==> src/rtl/traffic_light_monitor.sv <==
// ============================================================================
// traffic_light_monitor: safety/sequence checker for a 3-approach lamp bus.
// Optional stall check is built only when TLM_TIMEOUT_EN is defined.
// Revision: 1.0
// ============================================================================
`default_nettype none

module traffic_light_monitor #(
  parameter int MIN_GREEN  = 2,
  parameter int MIN_YELLOW = 1,
  parameter int MAX_DWELL  = 16,
  parameter int CNT_W      = 8
) (
  input  logic             CLK,
  input  logic             RESET,
  input  logic             ENABLE,
  input  logic             CLR,
  input  logic             GA, YA, RA, LA,
  input  logic             GB, YB, RB, LB,
  input  logic             GC, YC, RC, LC,
  input  logic             RL, GL,
  input  logic             RR, GR,
  output logic [1:0]       PHASE,
  output logic             FAULT,
  output logic [2:0]       FAULT_CODE,
  output logic [CNT_W-1:0] CYCLES
);

  localparam logic [1:0] c_IDLE    = 2'd0;
  localparam logic [1:0] c_ARM     = 2'd1;
  localparam logic [1:0] c_RUN     = 2'd2;
  localparam logic [1:0] c_FAULTED = 2'd3;

  localparam logic [1:0] c_NONE = 2'd0;
  localparam logic [1:0] c_GRN  = 2'd1;
  localparam logic [1:0] c_YEL  = 2'd2;
  localparam logic [1:0] c_RED  = 2'd3;

  localparam logic [CNT_W-1:0] c_min_green  = CNT_W'(MIN_GREEN);
  localparam logic [CNT_W-1:0] c_min_yellow = CNT_W'(MIN_YELLOW);
  localparam logic [CNT_W-1:0] c_cnt_max    = {CNT_W{1'b1}};
`ifdef TLM_TIMEOUT_EN
  localparam logic [CNT_W-1:0] c_max_dwell  = CNT_W'(MAX_DWELL);
`endif

  logic [1:0]       r_state;
  logic [1:0]       r_col   [3];
  logic [CNT_W-1:0] r_dwell [3];
  logic [1:0]       r_phase;
  logic             r_fault;
  logic [2:0]       r_code;
  logic [CNT_W-1:0] r_cycles;

  logic [2:0]       w_g, w_y, w_r, w_l, w_nonred;
  logic [1:0]       w_col       [3];
  logic [CNT_W-1:0] w_dwell_nxt [3];
  logic             w_illegal, w_conflict, w_badseq, w_short_g, w_short_y;
  logic             w_ped_conf, w_stall;
  logic [2:0]       w_code;
  logic [1:0]       w_phase_nxt;
  logic             w_a_enter_g;

  assign w_g      = {GC, GB, GA};
  assign w_y      = {YC, YB, YA};
  assign w_r      = {RC, RB, RA};
  assign w_l      = {LC, LB, LA};
  assign w_nonred = w_g | w_y | w_l;

  always_comb begin
    w_illegal = !(RL ^ GL) || !(RR ^ GR);
    w_badseq  = 1'b0;
    w_short_g = 1'b0;
    w_short_y = 1'b0;
    w_stall   = 1'b0;
    for (int i = 0; i < 3; i++) begin
      w_col[i] = w_g[i] ? c_GRN : w_y[i] ? c_YEL : w_r[i] ? c_RED : c_NONE;
      w_dwell_nxt[i] = (w_col[i] != r_col[i]) ? CNT_W'(1) :
                       (r_dwell[i] == c_cnt_max) ? r_dwell[i] : r_dwell[i] + 1'b1;
      if (!$onehot({w_g[i], w_y[i], w_r[i]}) || (w_l[i] && w_y[i]))
        w_illegal = 1'b1;
      if ((r_col[i] == c_GRN && w_col[i] == c_RED) ||
          (r_col[i] == c_RED && w_col[i] == c_YEL) ||
          (r_col[i] == c_YEL && w_col[i] == c_GRN))
        w_badseq = 1'b1;
      // Dwell checks use the count accumulated before this colour change.
      if (r_col[i] == c_GRN && w_col[i] == c_YEL && r_dwell[i] < c_min_green)
        w_short_g = 1'b1;
      if (r_col[i] == c_YEL && w_col[i] == c_RED && r_dwell[i] < c_min_yellow)
        w_short_y = 1'b1;
`ifdef TLM_TIMEOUT_EN
      if (w_dwell_nxt[i] >= c_max_dwell)
        w_stall = 1'b1;
`endif
    end
  end

  assign w_conflict  = !$onehot0(w_nonred);
  assign w_ped_conf  = (GL || GR) && (|w_nonred);
  assign w_a_enter_g = (r_col[0] == c_RED) && (w_col[0] == c_GRN);

  always_comb begin
    w_code = 3'd0;
    if      (w_illegal)  w_code = 3'd1;
    else if (w_conflict) w_code = 3'd2;
    else if (w_badseq)   w_code = 3'd3;
    else if (w_short_g)  w_code = 3'd4;
    else if (w_short_y)  w_code = 3'd5;
    else if (w_ped_conf) w_code = 3'd6;
    else if (w_stall)    w_code = 3'd7;
  end

  always_comb begin
    case (w_nonred)
      3'b000:  w_phase_nxt = 2'd0;
      3'b001:  w_phase_nxt = 2'd1;
      3'b010:  w_phase_nxt = 2'd2;
      3'b100:  w_phase_nxt = 2'd3;
      default: w_phase_nxt = r_phase;
    endcase
  end

  always_ff @(posedge CLK or negedge RESET) begin
    if (!RESET) begin
      r_state  <= c_IDLE;
      r_phase  <= 2'd0;
      r_fault  <= 1'b0;
      r_code   <= 3'd0;
      r_cycles <= '0;
      for (int i = 0; i < 3; i++) begin
        r_col[i]   <= c_NONE;
        r_dwell[i] <= '0;
      end
    end else if (CLR) begin
      r_state <= c_IDLE;
      r_fault <= 1'b0;
      r_code  <= 3'd0;
      for (int i = 0; i < 3; i++)
        r_dwell[i] <= '0;
    end else if (ENABLE) begin
      // Lamp tracking runs in every state so ARM starts from a valid history.
      for (int i = 0; i < 3; i++) begin
        r_col[i]   <= w_col[i];
        r_dwell[i] <= w_dwell_nxt[i];
      end
      r_phase <= w_phase_nxt;
      if (w_a_enter_g && r_cycles != c_cnt_max)
        r_cycles <= r_cycles + 1'b1;
      case (r_state)
        c_IDLE: r_state <= c_ARM;
        c_ARM:  r_state <= c_RUN;
        c_RUN: begin
          if (w_code != 3'd0) begin
            r_state <= c_FAULTED;
            r_fault <= 1'b1;
            r_code  <= w_code;
          end
        end
        default: r_state <= c_FAULTED;
      endcase
    end
  end

  assign PHASE      = r_phase;
  assign FAULT      = r_fault;
  assign FAULT_CODE = r_code;
  assign CYCLES     = r_cycles;

endmodule

`default_nettype wire

==> config.mk <==
export PLATFORM = sky130hd
export DESIGN_NAME = traffic_light_monitor
export DESIGN_NICKNAME = d
export VERILOG_FILES = /design/src/rtl/traffic_light_monitor.sv
export SDC_FILE = /design/constraint.sdc
export NUM_CORES = 1
export LEC_CHECK = 0
export BUFFER_PORTS_ARGS = -buffer_cell sky130_fd_sc_hd__buf_2
export CAP_MARGIN = 20
export CORE_AREA = 2 2 80 82
export DETAILED_ROUTE_END_ITERATION = 8
export DIE_AREA = 0 0 82 84
export MAX_ROUTING_LAYER = met4
export PLACE_DENSITY = 0.77
export SLEW_MARGIN = 40
export SYNTH_ARGS = -nofsm -noshare
export SYNTH_HDL_FRONTEND = slang
export SYNTH_SLANG_ARGS = --single-unit
==> constraint.sdc <==
create_clock -name CLK -period 2.2 [get_ports CLK]
set_clock_uncertainty 0.2 [all_clocks]
set_input_delay 0.11 -clock CLK [delete_from_list [all_inputs] [get_ports CLK]]
set_output_delay 0.11 -clock CLK [all_outputs]
set_load 0.02 [all_outputs]
Yosys cells after proc, flatten, opt, wreduce, memory -nomap -nowiden. Index checks and enable logic that the tools add are counted.

Add/subtract/negate cells: 12. Multipliers: 0. Divide/modulo/power cells: 0. Order comparisons: 7. Equal/unequal tests: 37. Shifts and indexed selects: 0. Multiplexer cells: 48. Bitwise gates (word level): 5. Reductions and logical operators: 59.

Operator list (number): two-way mux 24 bit (2); two-way mux 8 bit (6); adder 8 x 1 -> 8 bit (second input constant) (4); two-way mux 3 bit (10); logical AND 1 bit (27); == test 2 bit (second input constant) (13); == test 8 bit (second input constant) (3); < comparator 8 x 1 -> 1 bit (second input constant) (3); < comparator 8 x 2 -> 1 bit (second input constant) (3); two-way mux 2 bit (12); == test 2 x 1 -> 1 bit (second input constant) (10); two-way mux 1 bit (16); != test 3 bit (second input constant) (4); logical OR 1 bit (11); AND reduction 2 bit (5); AND reduction 3 bit (3); adder 1 x 1 -> 2 bit (4); adder 2 x 1 -> 2 bit (4); != test 8 bit (second input constant) (1); one-hot mux 2 bit (4 select lines) (1); != test 2 bit (3); OR 3 bit (2); one-hot mux 2 bit (3 select lines) (1); nonzero test 2 bit (3); other kinds (12) (17).

Register bits: 46. Latch bits: 0. Memory bits (writable): 0. ROM bits: 0. Bits of input ports: 20. Memories kept: 0.

Longest topological paths before layout. Gate-level depths: netlist of the first run.

Depth after elaboration: 19. Gate-level depth with buffers: 8. Depth with buffers taken out: 8.

Worst setup path after synthesis of the first run. No wires, ideal clock.

Path kind: input port to flip-flop. Start: input GA. End: register r_fault (netlist: FAULT). Arrival: 1.954 ns. Required time: 1.875 ns. Path slack: -0.079 ns. Stages on the path: 8. Buffers on the path: 1. Path through: buf_6 > inv_1 > fa_1 > nor4bb_1 > nand3_1 > nor3_1 > a31o_4 > mux2_4.

Word-level cells in the longest chain between the ends: 15.

RTL lines: start, declared (line 18) `input logic GA, YA, RA, LA,`; two-way mux 2 bit (line 76) `w_col[i] = w_g[i] ? c_GRN : w_y[i] ? c_YEL : w_r[i] ? c_RED : c_NONE;`; == test 2 bit (line 81, 88); logical AND 1 bit (2 in a row) (line 88) `if (r_col[i] == c_YEL && w_col[i] == c_RED && r_dwell[i] < c_min_yellow)`; two-way mux 1 bit (3 in a row) (line 88); two-way mux 3 bit (line 107) `else if (w_short_y) w_code = 3'd5;`; two-way mux 3 bit (line 106) `else if (w_short_g) w_code = 3'd4;`; two-way mux 3 bit (line 105) `else if (w_badseq) w_code = 3'd3;`; two-way mux 3 bit (line 104) `else if (w_conflict) w_code = 3'd2;`; two-way mux 3 bit (*) (line 103) `if (w_illegal) w_code = 3'd1;`; nonzero test 3 bit (*) (line 152) `if (w_code != 3'd0) begin`; nonzero test 2 bit (no source line) (*); AND reduction 3 bit (no source line) (*); end signal, assigned (line 126) `r_fault <= 1'b0;`; end signal, assigned (line 135) `r_fault <= 1'b0;`; end signal, assigned (line 154) `r_fault <= 1'b1;`; end, declared (line 50) `logic r_fault;`.

Every way passes the cells marked *; elsewhere a longest branch is shown, timed or not. A chain may end at the register's enable or synchronous reset.

Worst setup path after layout of the first run.
Start: register r_dwell[1] in the netlist's numbering. End: register r_fault (netlist: FAULT).

Word-level cells in the longest chain between the ends: 11.

RTL lines: start, declared (line 48) `logic [CNT_W-1:0] r_dwell [3];`; start signal, assigned by index (line 143) `r_dwell[i] <= w_dwell_nxt[i];`; < comparator 8 x 1 -> 1 bit (line 88); logical AND 1 bit (line 88); two-way mux 1 bit (line 88); two-way mux 3 bit (line 107); two-way mux 3 bit (*) (line 106); two-way mux 3 bit (*) (line 105); two-way mux 3 bit (*) (line 104); two-way mux 3 bit (*) (line 103); nonzero test 3 bit (*) (line 152); nonzero test 2 bit (no source line) (*); AND reduction 3 bit (no source line) (*).

Marks and branches as above.

==> results.md, run 1 <==
- Leak: 1.68 nW
- Yosys cell types: 66
- Relative max-transition margin: 59.8%
- Min Tclk post-route: 2.13 ns
- Die area: 0.00689 sq mm
- Area share of the largest cell type after synthesis: 36.8%
- Critical path type: reg -> reg
- Total wire length: 7730 um
- IO buf count: 33
- Syn Area/Cell: 8.90 sq um
- Via-to-Cell Ratio: 5.92
- Layout cells sized above 1: 25.2%
- Area Overhead vs Synth: 21.6%
- Slowest cell on the critical path: dfrtp_1
- VDD IR max: 0.000271 V
- Fillers: 498
- Antenna diodes: 0
- Failing checks: hold timing
- # IOs: 34
- Grt ovf: 0
- Clock root buffer: clkbuf_8
- Synth top cells by count: dfrtp_1, nor2_1, a21oi_1
- Top FF cell, synth: dfrtp_1
- Worst-Margin Slew: 0.604 ns
- Pint: 0.00147 W
- Comb pwr share: 24.5%
- Hold WC Path Type: in -> reg
- Num CTS Buffers: 5
- Largest net degree at the start of global routing: 47
- Number of synthesized flops with an enable pin: 0
- Global-route wire length before repair: 12700 um
- Pwr dens: 569 mW/mm^2
- RD Place Congestion: 0.861
- Antenna-violating nets left: 0
- CTS Buffer Depth: 2
- Yosys warns: 0
- CP endpoint kind: flip-flop
- Wire per inst: 15.6 um
- CP arrival: 2.14 ns
- Max Slew Vio Count: 0
- Period utilization: 97.0%
- Sw frac: 31.8%
- Sequential share of power: 44.9%
- Seq cells post-synth: 46
- H-tree levels: 2
- Setup violators final: 0
- F_max: 469 MHz
- Post-synthesis instance total: 351
- Top cells by area, synth: dfrtp_1, a21oi_1, nor2_1
- Fin. Hold Viols: 1
- Die H: 84 um
- Clock sink count: 46
- Final setup margin: 0.0660 ns
- Overall Global Routing Usage: 24.0%
- FFs w/ async S/R, synth: 100%
- 1st-pass router iterations: 5
- Sw Pwr: 0.000688 W
- DP Worst Slack: -0.106 ns
- Status: complete, but fails checks
- Vias in the first global route: 2750
- CP cell instances: inv_1 > ha_1 > and3b_1 > nand4_1 > nand3_2 > nor3b_4 > a31o_4 > mux2_4
- Cell Area, Synth: 0.00312 sq mm
- Via count: 2940
- Slowest Stage Delay on Critical Path: 0.41 ns
- RSZ-0062 raised after global routing: yes
- Clock group share of total power: 30.6%
- Max-cap violations: 0
- DP HPWL: 5510 um
- Initial antenna violation count: 0
- Delay-heaviest family, CP: simple AND/OR/NAND/NOR gates
- Post-route DRC: 0
- Worst-Skew Late Latency: 0.32 ns
- 1st-iter DRT viols: 244
- Sequential area share after synthesis: 36.8%
- CTS clock-pin slew for the worst setup and hold paths: 0.09 ns
- Hold Worst Slack: -0.00252 ns
- Core area: 0.00610 sq mm
- WP buf/inv: 1
- CP startpoint kind: flip-flop
- Die Wd: 82 um
- Dpl cell area: 0.00352 sq mm
- FP Rows: 29
- Finished Cell Area: 0.00380 sq mm
- Net Count, Synth: 382
- Count leader, synth: dfrtp_1
- Critical Path RT: 2.20 ns
- TritonCTS clock tree: built
- Post-synth top area cell: dfrtp_1
- Worst Path Max Fanout: 4
- Initial core utilization: 51.3%
- Final-stage net count: 450
-- power by group through the flow --
stage | Combinational (W) | Sequential, W | Clock [W]
CTS | 0.000509 | 0.000968 | 0.000671
detailed placement | 0.000486 | 0.000985 | 0
finish | 0.000530 | 0.000970 | 0.000662
global placement | 0.000471 | 0.000982 | 0
floorplan | 0.000276 | 0.00102 | 0
global route | 0.000589 | 0.000981 | 0.000702
-- cells in the final DEF (no fill, tap or decap), types with 3 or more instances in the layout --
| cell type | count |
|---|---|
| a211oi_1 | 3 |
| dlygate4sd3_1 | 10 |
| and4_1 | 5 |
| dfrtp_1 | 46 |
| a31oi_1 | 8 |
| clkinvlp_4 | 3 |
| ha_1 | 8 |
| and3_1 | 7 |
| o311ai_1 | 3 |
| inv_1 | 20 |
| nor2_1 | 31 |
| nand3_2 | 3 |
| fa_1 | 3 |
| buf_4 | 34 |
| xor2_1 | 5 |
| nand4_1 | 13 |
| nand3b_1 | 3 |
| o211ai_1 | 3 |
| a21oi_1 | 30 |
| nand3_1 | 15 |
| clkbuf_8 | 5 |
| xnor2_1 | 6 |
| nor3b_1 | 5 |
| nor3_2 | 3 |
| nor3_1 | 8 |
| nand2_1 | 26 |
| or2_2 | 4 |
| buf_2 | 33 |
| o31ai_1 | 4 |
| o21ai_0 | 12 |
| a41oi_1 | 3 |
| nand2b_1 | 5 |
| nor2b_1 | 5 |
-- kinds of logic after synthesis --
kind of cell             count (synthesis)  synth area share, %
AO/OA/AOI/OAI                           88                 19.7
XOR/XNOR                                11                 3.08
adder cells (fa/ha/maj)                 11                 5.13
buffers and inverters                   38                 5.89
flip-flops                              46                 36.8
multiplexers                             3                 1.32
AND/OR/NAND/NOR                        154                 28.0
-- path summary, 6_finish.rpt --
path                                                 from                         to  slack, ns  cells past startpoint
worst max-delay path               r_dwell[1]$_DFFE_PN0P_          FAULT$_DFFE_PN0P_       0.07                      8
worst min-delay path                                   RC       r_col[0]$_DFFE_PN0P_     -0.003                      3
worst max register to register     r_dwell[1]$_DFFE_PN0P_          FAULT$_DFFE_PN0P_       0.07                      8
worst min register to register  FAULT_CODE[2]$_DFFE_PN0P_  FAULT_CODE[2]$_DFFE_PN0P_       0.31                      1
max in group asynchronous                           RESET    r_dwell[22]$_DFFE_PN0P_       1.15                      3
min in group asynchronous                           RESET  FAULT_CODE[0]$_DFFE_PN0P_       0.23                      3
-- per-layer routing --
layer  up-vias  global-route usage [%]  share of wire, %
met4         0                    8.79               2.3
met1      1415                    31.3                45
li1       1426                       -                 -
met3        17                    3.46               3.8
met2        82                    37.5                49
met5         -                       -                 0
-- final cells by class --
class	count	area (sq um)	area share [%]
clock buffers	5	68.8	1.81
clock inverters	3	45.0	1.19
inverters	22	86.3	2.27
multi-input cells	267	1830	48.2
flip-flops and latches	46	1150	30.3
well taps	77	96.3	2.54
repair buffers	77	520	13.7
-- state kept, by name, summed over array words and instances (netlist names) --
name / count
r_dwell: 24
CYCLES: 8
r_col: 6
FAULT_CODE: 3
PHASE: 2
r_state: 2
FAULT: 1
-- per-stage QoR --
stage / utilization, % / TNS [ns] / power (W) / std cells / hold WS [ns]
5_1_grt: 62.3 / -0.0750 / 0.00227 / 497 / 0.00479
6_report: 62.3 / 0 / 0.00216 / 497 / -0.00252
2_1_floorplan: - / 0 / 0.00130 / 351 / -0.386
3_3_place_gp: 57.8 / -0.103 / 0.00145 / 476 / 0.0426
3_5_place_dp: 57.8 / -0.231 / 0.00147 / 476 / 0.0509
4_1_cts: 61.5 / 0 / 0.00215 / 495 / 0.00575
-- worst min-delay path, stage by stage --
cell     delay (ns)
buf_2          0.13
a21oi_1        0.14
a21oi_1        0.08
-- repair_timing --
| action | CTS | global route |
|---|---|---|
| resized for setup | 0 | 10 |
| endpoints found under the hold margin | 57 | 0 |
| setup endpoints to repair | 0 | 13 |
| hold buffers | 11 | 0 |
| buffers inserted | 0 | 3 |
No activity file was read; power rests on OpenSTA's default activity.
==> inputs of run 2 (changes only) <==
- BUFFER_PORTS_ARGS: -buffer_cell sky130_fd_sc_hd__buf_2 -> default
- CORE_AREA: 2 2 80 82 -> 2 2 79 81
- DIE_AREA: 0 0 82 84 -> 0 0 81 83
- DONT_BUFFER_PORTS: default -> 1
- PLACE_DENSITY: 0.77 -> 0.73
==> run 2 against run 1 <==
Compared with the run above: the run ends with hold timing, setup timing left; register-to-register slack lost 0.09 ns; fmax decreased by 4.2%; global-route usage up 1.1 points; core utilization rose by 2.6 points; total power is 4.1% lower; clock power down 15%; first-iteration DRC count is 6.1% lower; cell count fell by 4.6%; sequential power up 2.3%; largest power group unchanged; highest routed layer unchanged.
==> results.md, run 2 (synthesis gave the netlist of run 1 again) <==
- FP Rows: 28
- Max Slew Vio Count: 0
- Reg-to-Reg End: FAULT$_DFFE_PN0P_
- F_max: 449 MHz
- Largest Register: r_dwell
- Total wire length: 8420 um
- Most frequent cells in the layout: dfrtp_1, buf_4, nor2_1, a21oi_1, nand2_1
- Max-cap violations: 0
- Grt ovf: 0
- # IOs: 34
- Final-stage net count: 429
- RSZ-0062 raised after global routing: yes
- Clock sink count: 46
- Sequential Area: 0.00115 sq mm
- Critical path type: reg -> reg
- Status: complete, but fails checks
- Die area: 0.00672 sq mm
- Wire per inst: 17.8 um
- 1st-iter DRT viols: 229
- Hold Worst Slack: -0.0336 ns
- Die Wd: 81 um
- Global-route wire length before repair: 13000 um
- Antenna-violating nets left: 0
- Leak: 1.60 nW
- Overall Global Routing Usage: 25.1%
- Num CTS Buffers: 5
- Layout cells sized above 1: 19.3%
- Sequential share of power: 47.9%
- Fin cells: 474
- Final setup margin: -0.0284 ns
- Pwr dens: 549 mW/mm^2
- Post-route DRC: 0
- CP endpoint kind: flip-flop
- Crit path capture: FAULT$_DFFE_PN0P_
- CTS Buffer Depth: 2
- Initial antenna violation count: 0
- CP arrival: 2.24 ns
- IO buf count: 0
- Min Tclk post-route: 2.23 ns
- Clock group share of total power: 27.2%
- Relative max-transition margin: 64.6%
- Finished Cell Area: 0.00377 sq mm
- VDD IR max: 0.000434 V
- Multi-input logic area: 0.00185 sq mm
- Comb pwr share: 24.9%
- Die H: 83 um
- Dpl cell area: 0.00329 sq mm
- Antenna diodes: 0
- Commonest non-fill, non-tap cell in the layout: dfrtp_1
- 1st-pass router iterations: 5
- Worst-case reg-to-reg path depth: 6
- Worst Path Max Fanout: 5
- DP HPWL: 5350 um
- Worst-Margin Slew: 0.531 ns
- Fin. Hold Viols: 2
- Sw Pwr: 0.000690 W
- Pint: 0.00138 W
- CTS clock-pin slew for the worst setup and hold paths: 0.10 ns
- Reg2reg setup slack: -0.03 ns
- Max FFs per register: 24
- RD Place Congestion: 0.890
- Cell Count Post-Placement: 433
- Largest net degree at the start of global routing: 47
- Via-to-Cell Ratio: 6.22
- Initial core utilization: 53.7%
- Overall Power: 0.00207 W
- Area Overhead vs Synth: 20.8%
- Reg2reg start: r_col[4]$_DFFE_PN0P_
- Via count: 2950
- Critical Path RT: 2.21 ns
- H-tree levels: 2
- Worst-Skew Late Latency: 0.31 ns
- Crit path launch: r_col[4]$_DFFE_PN0P_
- Hold WC Path Type: in -> reg
- Sw frac: 33.3%
- CP startpoint kind: flip-flop
- Failing checks: hold timing, setup timing
- Clock root buffer: clkbuf_8
- Vias in the first global route: 2816
- Fillers: 460
- Period utilization: 101%
- DP Worst Slack: -0.00647 ns
- Setup violators final: 2
- Core area: 0.00582 sq mm
- TritonCTS clock tree: built
-- run 2: cell count changes in the layout (fill, tap and decap cells not counted), moves of 2 or more --
cell           before  now
buf_2              33    0
clkinvlp_4          3    1
dlygate4sd3_1      10   22
buf_4              34   32
-- run 2: final cells by class --
cell class                 count  share of cell area (%)
sequential                    46                    30.5
tap                           75                    2.49
timing repair buffer          56                    13.3
clock inverter                 3                   0.663
clock buffer                   5                    1.82
inverter                      22                    2.19
multi-input combinational    267                    49.0
-- run 2: power by group through the flow --
stage               sequential [W]  clock (W)  combinational (W)
finish                    0.000992   0.000565           0.000517
global route               0.00100   0.000606           0.000566
CTS                       0.000988   0.000569           0.000470
detailed placement         0.00100          0           0.000385
global placement           0.00100          0           0.000372
floorplan                  0.00102          0           0.000276
-- run 2: worst min-delay path by stage --
stage               start                      end  slack (ns)  depth (start not counted)
finish                 GC   r_dwell[0]$_DFFE_PN0P_       -0.03                          3
detailed placement  RESET  r_dwell[12]$_DFFE_PN0P_       -0.38                          0
global route           GC   r_dwell[0]$_DFFE_PN0P_       0.002                          3
global placement    RESET  r_dwell[15]$_DFFE_PN0P_       -0.38                          0
floorplan           RESET    CYCLES[0]$_DFFE_PN0P_       -0.39                          0
CTS                    GC   r_dwell[0]$_DFFE_PN0P_       0.009                          3
-- run 2: critical path, stage by stage, from the launching register on --
cell	delay, ns
dfrtp_1	0.44
nor2b_1	0.17
nor3b_1	0.15
a221oi_1	0.39
and3_4	0.29
a31o_4	0.18
mux2_4	0.30
-- run 2: timing repair --
item / in CTS / in global routing
pin swaps: 0 / 7
hold buffers: 24 / 0
setup endpoints to repair: 2 / 13
buffers inserted: 0 / 9
hold endpoints to repair: 70 / 0
resized for setup: 1 / 15
-- run 2: through the flow --
step,utilization [%],setup TNS [ns]
4_1_cts,62.8,0
2_1_floorplan,-,0
6_report,64.9,-0.0467
5_1_grt,64.9,-0.302
3_3_place_gp,56.6,0
3_5_place_dp,56.6,-0.00647
-- run 2: metal layers --
layer / share of wire (%) / vias to the layer above / GRT usage, %
li1: - / 1387 / -
met5: 0 / - / -
met3: 6.2 / 19 / 5.65
met1: 42 / 1432 / 30.6
met4: 2.0 / 0 / 9.55
met2: 50 / 112 / 40.1
==> inputs of run 3 (changes only) <==
- CORE_AREA: 2 2 79 81 -> 2 2 78 80
- DIE_AREA: 0 0 81 83 -> 0 0 80 82
- PLACE_DENSITY: 0.73 -> 0.75
==> run 3 against run 2 <==
Compared with the run above: the run ends with hold timing left; non-clock buffer count shrank 2; core utilization increased by 1.2 points; largest cell class unchanged; flip-flop and latch count did not move; sequential power decreased by 0.5%; cell count decreased by 0.42%; critical path type unchanged; fmax up 4.9%; total power rose by 4.5%.
==> results.md, run 3 (synthesis gave the netlist of run 1 again) <==
- Fin. Hold Viols: 2
- Worst-Skew Late Latency: 0.31 ns
- FP Rows: 28
- Relative max-transition margin: 62.1%
- CTS clock-pin slew for the worst setup and hold paths: 0.09 ns
- Hold WC Path Type: in -> reg
- Setup violators final: 0
- DP HPWL: 5190 um
- Worst-Margin Slew: 0.566 ns
- Final-stage net count: 427
- Comb pwr share: 24.1%
- Most frequent cells in the layout: dfrtp_1, nor2_1, a21oi_1, buf_4, nand2_1
- CTS Buffer Depth: 2
- Min Tclk post-route: 2.13 ns
- Commonest non-fill, non-tap cell in the layout: dfrtp_1
- Wire per inst: 16.9 um
- Core area: 0.00575 sq mm
- Fillers: 432
- Largest net degree at the start of global routing: 47
- Global-route wire length before repair: 12900 um
- Worst-case reg-to-reg path depth: 6
- Die Wd: 80 um
- Reg-to-Reg End: FAULT_CODE[0]$_DFFE_PN0P_
- Die area: 0.00656 sq mm
- Fin cells: 472
- Num CTS Buffers: 5
- VDD IR max: 0.000358 V
- Critical path type: reg -> reg
- Overall Global Routing Usage: 25.5%
- Post-route DRC: 0
- Grt ovf: 0
- TritonCTS clock tree: built
- Area Overhead vs Synth: 21.6%
- Setup_tns: 0 ns
- CP endpoint kind: flip-flop
- Initial antenna violation count: 0
- Sequential Area: 0.00116 sq mm
- Crit path launch: r_col[4]$_DFFE_PN0P_
- Multi-input logic area: 0.00187 sq mm
- Sw Pwr: 0.000670 W
- Max Slew Vio Count: 0
- Layout cells sized above 1: 19.9%
- Reg2reg start: r_col[4]$_DFFE_PN0P_
- Period utilization: 96.6%
- Crit path capture: FAULT_CODE[0]$_DFFE_PN0P_
- 1st-pass router iterations: 6
- Cell Count Post-Placement: 433
- H-tree levels: 2
- Via-to-Cell Ratio: 6.14
- Reg2reg setup slack: 0.07 ns
- Pint: 0.00150 W
- Hold Worst Slack: -0.0344 ns
- Leak: 1.60 nW
- Failing checks: hold timing
- Vias in the first global route: 2803
- # IOs: 34
- Die H: 82 um
- Slowest Stage Delay on Critical Path: 0.41 ns
- Slowest cell on the critical path: dfrtp_2
- Antenna diodes: 0
- Clock root buffer: clkbuf_8
- Total wire length: 7990 um
- Status: complete, but fails checks
- Clock sink count: 46
- Sequential share of power: 45.6%
- Via count: 2898
- CP arrival: 2.13 ns
- 1st-iter DRT viols: 184
- Worst Path Max Fanout: 5
- Pwr dens: 570 mW/mm^2
- Clock group share of total power: 30.3%
- Max FFs per register: 24
- CP cell instances: nor2b_1 > nor3b_1 > a221oi_1 > and3_1 > a31o_4 > mux2_4
- Largest Register: r_dwell
- Antenna-violating nets left: 0
- CP startpoint kind: flip-flop
- F_max: 471 MHz
- Initial core utilization: 54.4%
- Critical Path RT: 2.20 ns
- IO buf count: 0
- RD Place Congestion: 0.843
- Max-cap violations: 0
- Overall Power: 0.00217 W
- Sw frac: 31.0%
==> run 3: power by group through the flow <==
stage,registers [W],logic (W),clock network [W]
global placement,0.000997,0.000383,0
CTS,0.000983,0.000479,0.000662
floorplan,0.00102,0.000276,0
finish,0.000987,0.000523,0.000656
global route,0.000997,0.000574,0.000692
detailed placement,0.00100,0.000397,0
==> run 3: per-stage QoR <==
| step | setup WS, ns | cell area, sq um | util, % | hold WS (ns) |
|---|---|---|---|---|
| floorplan | 0.00632 | 3130 | - | -0.386 |
| global placement | 0.0321 | 3290 | 57.3 | -0.385 |
| detailed placement | -0.0357 | 3290 | 57.3 | -0.385 |
| CTS | 0.00451 | 3680 | 64.1 | 0.00955 |
| global route | -0.0575 | 3800 | 66.1 | 0.0170 |
| finish | 0.0747 | 3800 | 66.1 | -0.0344 |
==> run 3: how the worst min path moves through the flow <==
| stage | startpoint | end | cells after the start |
|---|---|---|---|
| after floorplan | RESET | CYCLES[0]$_DFFE_PN0P_ | 0 |
| after global placement | RESET | PHASE[1]$_DFFE_PN0P_ | 0 |
| after detailed placement | RESET | PHASE[1]$_DFFE_PN0P_ | 0 |
| after CTS | GC | r_dwell[0]$_DFFE_PN0P_ | 3 |
| after global routing | GC | r_dwell[3]$_DFFE_PN0P_ | 4 |
| final | GC | r_dwell[3]$_DFFE_PN0P_ | 4 |
==> run 3: critical path, delay by kind of cell, from the launching register on <==
| family | cells | cell delay (ns) |
|---|---|---|
| AOI/OAI and AO/OA | 2 | 0.37 |
| DFF | 1 | 0.41 |
| and+or+nand+nor | 3 | 0.73 |
| muxes | 1 | 0.29 |
==> run 3: cell type report <==
type | instances | area share, %
Multi-Input combinational cell | 267 | 49.1
Sequential cell | 46 | 30.5
Timing Repair Buffer | 54 | 12.8
Tap cell | 75 | 2.47
Inverter | 22 | 2.17
Clock buffer | 5 | 1.81
Clock inverter | 3 | 1.15
==> run 3: repair_timing <==
item                                    in CTS  in global routing
pin swaps                                    0                  8
buffers inserted                             0                  6
gates cloned                                 0                  0
hold buffers                                25                  0
hold endpoints to repair                    80                  0
resized for setup                            1                 21
endpoints found under the setup margin       2                 11
==> run 3: per-layer routing <==
layer  share of wire [%]  global-route usage, %  wire length, um  vias up
met1                  44                   30.6             3530     1411
met3                 5.3                   5.82              423       15
met5                   0                      -                0        -
met4                 2.0                   10.5              159        0
met2                  49                   41.7             3880       83
li1                    -                      -                -     1389
